==> src/rtl/pc_unit_pkg.sv <==
// Shared definitions for the program-counter unit: FSM encoding, default
// parameter values and the alignment-width helper.
package pc_unit_pkg;

   typedef enum logic {
      RUN  = 1'b0,
      HOLD = 1'b1
   } pc_state_e;

   localparam int          DEF_WIDTH     = 32;
   localparam int          DEF_STEP      = 4;
   localparam logic [31:0] DEF_RESET_VEC = 32'h0000_0000;

   // Number of low target bits that must be zero for a STEP-aligned fetch.
   function automatic int align_bits(input int step);
      return $clog2(step);
   endfunction

endpackage

==> src/rtl/pc_prio_sel.sv <==
// Fixed-priority redirect mux: the lowest-index valid source wins.
module pc_prio_sel #(
   parameter int WIDTH   = 32,
   parameter int NUM_SRC = 4
) (
   input  logic [NUM_SRC*WIDTH-1:0] src_target,
   input  logic [NUM_SRC-1:0]       src_valid,
   output logic [WIDTH-1:0]         win_target,
   output logic                     any_valid
);

   always_comb begin
      win_target = '0;
      // Walk from the lowest priority up so the lowest index is written last.
      for (int i = NUM_SRC - 1; i >= 0; i--) begin
         if (src_valid[i]) begin
            win_target = src_target[i*WIDTH +: WIDTH];
         end
      end
      any_valid = |src_valid;
   end

endmodule

==> src/rtl/pc_next_unit.sv <==
// Program-counter register with prioritised redirects, stall hold and a
// one-entry pending-redirect buffer for redirects that arrive while stalled.
module pc_next_unit
   import pc_unit_pkg::*;
#(
   parameter int               WIDTH     = DEF_WIDTH,
   parameter int               NUM_SRC   = 4,
   parameter int               STEP      = DEF_STEP,
   parameter logic [WIDTH-1:0] RESET_VEC = WIDTH'(DEF_RESET_VEC)
) (
   input  logic                     clk,
   input  logic                     rst_n,
   input  logic [NUM_SRC*WIDTH-1:0] src_target,
   input  logic [NUM_SRC-1:0]       src_valid,
   input  logic                     stall,
   output logic [WIDTH-1:0]         pc,
   output logic [WIDTH-1:0]         pc_plus_step,
   output logic                     redirect,
   output logic                     pending,
   output logic                     misalign
);

   localparam int               ALIGN      = align_bits(STEP);
   localparam logic [WIDTH-1:0] ALIGN_MASK = WIDTH'((1 << ALIGN) - 1);

   // Sources are fire-and-forget: a valid is sampled on each rising edge with
   // no ready returned, so a source that loses arbitration is simply dropped.
   logic [WIDTH-1:0] win_target;
   logic             any_valid;
   logic [WIDTH-1:0] win_aligned;
   logic             win_misalign;
   logic [WIDTH-1:0] pend_tgt;
   pc_state_e        state;

   pc_prio_sel #(
      .WIDTH   (WIDTH),
      .NUM_SRC (NUM_SRC)
   ) u_prio_sel (
      .src_target (src_target),
      .src_valid  (src_valid),
      .win_target (win_target),
      .any_valid  (any_valid)
   );

   // With STEP=1 the mask is zero, so no bits are cleared and misalign stays 0.
   assign win_aligned  = win_target & ~ALIGN_MASK;
   assign win_misalign = |(win_target & ALIGN_MASK);

   assign pc_plus_step = pc + WIDTH'(STEP);
   assign pending      = (state == HOLD);

   always_ff @(posedge clk or negedge rst_n) begin
      if (!rst_n) begin
         state    <= RUN;
         pc       <= RESET_VEC;
         pend_tgt <= '0;
         redirect <= 1'b0;
         misalign <= 1'b0;
      end else begin
         redirect <= 1'b0;
         misalign <= 1'b0;
         case (state)
            RUN: begin
               if (!stall) begin
                  if (any_valid) begin
                     pc       <= win_aligned;
                     redirect <= 1'b1;
                     misalign <= win_misalign;
                  end else begin
                     pc <= pc_plus_step;
                  end
               end else if (any_valid) begin
                  pend_tgt <= win_aligned;
                  misalign <= win_misalign;
                  state    <= HOLD;
               end
            end
            HOLD: begin
               if (stall) begin
                  // Newest redirect replaces the buffered one.
                  if (any_valid) begin
                     pend_tgt <= win_aligned;
                     misalign <= win_misalign;
                  end
               end else begin
                  redirect <= 1'b1;
                  state    <= RUN;
                  if (any_valid) begin
                     pc       <= win_aligned;
                     misalign <= win_misalign;
                  end else begin
                     pc <= pend_tgt;
                  end
               end
            end
            default: state <= RUN;
         endcase
      end
   end

endmodule

==> config.mk <==
export PLATFORM = sky130hd
export DESIGN_NAME = pc_next_unit
export DESIGN_NICKNAME = d
export VERILOG_FILES = /design/src/rtl/pc_unit_pkg.sv /design/src/rtl/pc_prio_sel.sv /design/src/rtl/pc_next_unit.sv
export SDC_FILE = /design/constraint.sdc
export NUM_CORES = 1
export LEC_CHECK = 0
export CAP_MARGIN = 20
export CELL_PAD_IN_SITES_DETAIL_PLACEMENT = 1
export CELL_PAD_IN_SITES_GLOBAL_PLACEMENT = 1
export CORE_MARGIN = 5
export CORE_UTILIZATION = 33
export DETAILED_ROUTE_END_ITERATION = 6
export GPL_ROUTABILITY_DRIVEN = 0
export PLACE_DENSITY = 0.93
export SKIP_LAST_GASP = 1
export SLEW_MARGIN = 20
export SYNTH_ARGS = -nofsm -noshare
export SYNTH_HDL_FRONTEND = slang
export SYNTH_SLANG_ARGS = --single-unit
==> constraint.sdc <==
create_clock -name clk -period 4.7 [get_ports clk]
set_input_delay 0.94 -clock clk [delete_from_list [all_inputs] [get_ports clk]]
set_output_delay 0.94 -clock clk [all_outputs]
set_load 0.01 [all_outputs]
=== Word level (Yosys, flattened, before mapping) ===
Cells that the tools add are included.

* Memory bits (writable): 0
* Bits in latches: 0
* Bits in registers: 67
* Word-level logic and storage cells: 30
* Memories kept: 0
* Bits of input ports: 135
* Memory bits (read-only): 0
* Output and inout bits: 67

* Add/subtract/negate cells: 1
* Shift operators: 0
* Muxes and demuxes: 18
* Bitwise gates (word level): 1
* $mul: 0
* Reductions and logical operators: 3
* Divide/modulo/power cells: 0
* Equal/unequal tests: 2
* Order comparisons: 0

{| class="wikitable"
|+ Operator list
! cell !! number
|-
| 32-bit two-way mux || 9
|-
| 32-bit case mux with 2 select lines || 1
|-
| 32-bit by 3-bit adder with 32-bit output (second input constant) || 1
|-
| 1-bit two-way mux || 6
|-
| 2-bit != test (second input constant) || 2
|-
| 1-bit case mux with 2 select lines || 2
|-
| 4-bit OR reduction || 1
|-
| 2-bit AND reduction || 1
|-
| 2-bit OR reduction || 1
|-
| 1-bit NOT || 1
|}

=== Longest topological paths before layout ===
* Depth after elaboration: 7
* Gate-level depth with buffers: 8
* Gate-level depth less buffers: 6

=== Cells and area by module ===
A second synthesis with hierarchy kept.

* Cell total of the unflattened synthesis: 528
* Area, all modules: 4,775.8 um^2

{| class="wikitable"
|+ Modules (own cells, without submodules)
! module !! cells an instance !! seq. area each (um^2) !! times used !! area each (um^2)
|-
| pc_next_unit || 407 || 1,676.6 || 1 || 3,978.8
|-
| pc_prio_sel || 121 || 0.0 || 1 || 797.0
|}

=== Least setup slack after synthesis ===
OpenSTA, ideal clock, no wires.

* Kind: flip-flop to output port
* Start point: register pc[10]
* End point: output port pc_plus_step[19]
* Data arrival time: 1,780 ps
* Cell stages (with the launch flop): 6
* Buffers on the path: 1
* Required time: 3,760 ps
* Path slack: 1,980 ps
* Path through: dfrtp_1 buf_2 nand4_4 or3_4 or3_4 xnor2_1

* Cells in the longest elaborated chain, start to end: 1

{| class="wikitable"
|+ Ends and longest elaborated chain
! what !! RTL line !! source
|-
| from (decl) || pc_next_unit.sv:16 || <nowiki>output logic [WIDTH-1:0] pc,</nowiki>
|-
| from (signal assigned) || pc_next_unit.sv:66 || <nowiki>pc <= win_aligned;</nowiki>
|-
| from (signal assigned) || pc_next_unit.sv:70 || <nowiki>pc <= pc_plus_step;</nowiki>
|-
| from (signal assigned) || pc_next_unit.sv:89 || <nowiki>pc <= win_aligned;</nowiki>
|-
| 32-bit by 3-bit adder with 32-bit output || pc_next_unit.sv:49 || <nowiki>assign pc_plus_step = pc + WIDTH'(STEP);</nowiki>
|-
| to (decl) || pc_next_unit.sv:17 || <nowiki>output logic [WIDTH-1:0] pc_plus_step,</nowiki>
|}

No other way between the ends.

=== Worst setup path in the final report ===
* Start point: register pc[3]
* End point: output port pc_plus_step[20]

The elaborated chain is that of the path after synthesis.

==> impl_metrics.py <==
metrics = {
    "detailed_routing": {
        "vias": 5289,
        "routed_wl_um": 19900,
        "firstDrtPassIters": 5,
        "drtIter0Drc": 400,
        "detail_route.vias_per_cell": 6.02,
        "drc": 0,
        "detail-route-antenna-nets": 0,
        "wire_per_inst_um": 22.7,
    },
    "clock_network": {
        "cts_tree": "yes",
        "cts_hold_buf": 0,
        "cts_setup_buffers": 0,
        "clk_path_buf_depth": 2,
        "cts_buffers": 9,
        "clk_latency_ns": 0.34,
        "ctsRootBufferMaster": "clkbuf_16",
        "path_clk_slew_ns": 0.06,
        "cts.sinks": 67,
        "htreeDepth": 3,
        "cts_resized": 0,
    },
    "global_route": {
        "track_usage_pct": 24.0,
        "antenna_found_initial": 0,
        "grt.overflow.total": 0,
        "use_met3_pct": 6.52,
        "grt_most_used_layer": "met2",
        "grt_pass1_vias": 5607,
        "met2_usage_pct": 39.6,
        "grt_max_degree": 65,
        "grt_pass1_wl_um": 31100,
        "gr-usage-met1_pct": 30.4,
    },
    "floorplan": {
        "die_x_um": 128,
        "die_h_um": 128,
        "io_pins": 202,
        "die_area_mm2": 0.0163,
        "fp.coreArea_mm2": 0.0137,
        "start_util_pct": 33.3,
        "rows": 43,
    },
    "placement": {
        "port_buffers": 201,
        "placed_cell_area_mm2": 0.00668,
        "dp_hpwl_um": 15000,
    },
    "power": {
        "power.leakage_nw": 2.68,
        "peakVddDrop_v": 0.000187,
        "power.switching_uw": 633,
        "intPower_mw": 1.40,
        "switching_share_pct": 31.1,
        "seqPwrFrac_pct": 36.7,
        "powerDensity_mw_per_mm2": 291,
        "clkPwrFrac_pct": 34.1,
        "p_comb_share_pct": 29.2,
    },
    "timing": {
        "report.final.slew_viol_count": 0,
        "period_needed_ns": 4.01,
        "finClkSkew_ns": 0.0116,
        "fmax_mhz": 249,
        "tightest_slew_ns": 0.885,
        "setup_viol_count_final": 0,
        "fin_crit_sh_pct": 85.4,
        "setup_tns_ns": 0,
        "finalHoldViolCount": 0,
        "rsz0062_at_grt": "no",
        "slew-limit-headroom_pct": 41.0,
    },
    "layout": {
        "diodes": 0,
        "final_area_mm2": 0.00699,
        "area_delta_synth_final_pct": 53.0,
        "drive_gt1_share_pct": 7.01,
        "layout.nets": 830,
    },
    "setup_path": {
        "timing.rr.start": "pc[3]$_DFFE_PN0P_",
        "start_kind": "register",
        "cp.required_ns": 3.76,
        "worst_r2r_endpoint": "pc[22]$_DFFE_PN0P_",
        "crit_type": "reg -> out",
        "ff2ff_path_depth": 6,
        "crit_path_max_fanout": 7,
        "r2r_slack_ns": 2.06,
        "endpoint_kind": "output port",
        "crit_path_start": "pc[3]$_DFFE_PN0P_",
        "crit_arrival_ns": 3.07,
    },
    "hold_path": {
        "worstHoldPathCells": 2,
        "min_from": "pend_tgt[26]$_DFFE_PN0P_",
        "holdCritPathClass": "reg -> reg",
        "whs_endpoint": "pend_tgt[26]$_DFFE_PN0P_",
    },
    "synthesis": {
        "ys_warn_count": 0,
        "syn-num-nets": 654,
        "synth_edf_count": 0,
        "seq_area_frac_synth_pct": 36.7,
        "synth.distinct_cells": 59,
        "syn_inst": 518,
        "syn_area_per_cell_um2": 8.82,
        "synth_ff_type": "dfrtp_1",
        "synth-async-reset-ratio_pct": 100,
        "synth_area_mm2": 0.00457,
        "ys_seq_elements": 67,
    },
    "job": {
        "drv_cap": 0,
    },
    "run_status": {
        "outcome": "complete, no violations",
    },
}
-- through the flow --
| stage | hold WS [ns] | std cells | power (mW) | utilization [%] | setup slack (ns) |
|---|---|---|---|---|---|
| floorplan | 0.441 | 518 | 0.977 | - | 1.98 |
| global placement | 0.458 | 863 | 1.32 | 48.7 | 1.22 |
| detailed placement | 0.472 | 863 | 1.34 | 48.7 | 1.16 |
| CTS | 0.485 | 879 | 2.04 | 50.9 | 0.726 |
| global route | 0.502 | 879 | 2.12 | 50.9 | 0.562 |
| finish | 0.483 | 879 | 2.04 | 50.9 | 0.685 |
-- worst max path at each step --
stage	to	slack, ns	depth (start not counted)
3_3_place_gp	pc_plus_step[22]	1.22	6
5_1_grt	pc_plus_step[20]	0.56	6
6_report	pc_plus_step[20]	0.69	6
3_5_place_dp	pc_plus_step[20]	1.16	6
2_1_floorplan	pc_plus_step[19]	1.98	5
4_1_cts	pc_plus_step[20]	0.73	6
-- cells in the mapped netlist, types with 9 or more instances --
| cell type | instances | share of area [%] |
|---|---|---|
| dfrtp_1 | 67 | 37 |
| nand2_1 | 54 | 4.4 |
| o21ai_0 | 45 | 4.9 |
| clkbuf_1 | 33 | 2.7 |
| nor2_1 | 25 | 2.1 |
| a221oi_1 | 21 | 4.0 |
| xnor2_1 | 20 | 3.8 |
| o22ai_1 | 17 | 2.3 |
| o31ai_1 | 16 | 2.6 |
| nand3_1 | 13 | 1.4 |
| a221o_1 | 12 | 2.6 |
| buf_2 | 12 | 1.3 |
| a2bb2oi_1 | 11 | 2.1 |
| nand4_1 | 11 | 1.5 |
| a21oi_1 | 10 | 1.1 |
| a22oi_1 | 10 | 1.6 |
| nand2b_1 | 10 | 1.4 |
| a22o_1 | 9 | 1.7 |
-- power groups by stage --
stage	sequential (mW)	clock [mW]	combinational, mW
final	0.748	0.694	0.594
after global routing	0.757	0.725	0.638
after CTS	0.745	0.697	0.598
after detailed placement	0.753	0	0.591
after global placement	0.744	0	0.572
after floorplan	0.728	0	0.250
-- final cells by class --
cell class | instances | area [um2]
inverters | 9 | 33.8
fillers | 1567 | 6730
repair buffers | 213 | 2090
well taps | 180 | 225
clock inverters | 5 | 62.6
flip-flops and latches | 67 | 1680
multi-input cells | 394 | 2660
clock buffers | 11 | 243
-- worst max-delay path, cell delays in order (launching register included) --
cell and delay, ns:
dfrtp_1 0.49, ha_1 0.39, nand4_1 0.34, nor4_4 0.54
nand2_1 0.24, xnor2_1 0.19, clkdlybuf4s50_1 0.55
-- per-layer routing --
| metal | wire, um | part of all wire, % | vias to the layer above |
|---|---|---|---|
| met1 | 7960 | 40 | 2611 |
| met4 | 553 | 2.8 | 0 |
| met2 | 9740 | 49 | 279 |
| met3 | 1680 | 8.4 | 48 |
| met5 | 0 | 0 | - |
| li1 | - | - | 2351 |
-- flip-flops by register name, summed over array words and instances (netlist names) --
| name | cells |
|---|---|
| pc | 32 |
| pend_tgt | 32 |
| misalign | 1 |
| pending | 1 |
| redirect | 1 |
-- cell usage in the layout (no fill, tap or decap), types with 4 or more instances in the layout --
cell	netlist	final
inv_1	8	8
dfrtp_1	67	67
a31oi_1	4	4
a22o_1	9	9
a221o_1	12	12
a21oi_1	10	10
clkdlybuf4s50_1	0	199
clkbuf_16	0	9
buf_4	2	12
o31a_1	5	5
nand2b_1	10	10
nor2_1	25	25
and3_1	4	4
nor3_1	8	8
and4_1	4	4
a221oi_1	21	21
o221ai_1	4	4
o22ai_1	17	17
a32o_1	7	7
mux2i_1	5	5
xnor2_1	20	20
nand4_1	11	11
nand3_1	13	13
o211ai_1	4	4
nor4_1	5	5
a22oi_1	10	10
o31ai_1	16	16
mux2_2	5	5
xor2_1	8	8
o21ai_0	45	45
nand2_1	54	54
a2bb2oi_1	11	11
o2bb2ai_1	4	4
-- cells by family (layout without fill, tap and decap cells) --
kind of cell / after synthesis / in the layout / synth area share [%]
XOR/XNOR: 28 / 28 / 5.37
AND/OR/NAND/NOR: 166 / 166 / 20.1
buffers and inverters: 57 / 238 / 5.18
adder cells (fa/ha/maj): 1 / 1 / 0.274
AO/OA/AOI/OAI: 189 / 189 / 30.1
multiplexers: 10 / 10 / 2.33
flip-flops: 67 / 67 / 36.7
Power figures use the tool's default switching activity.
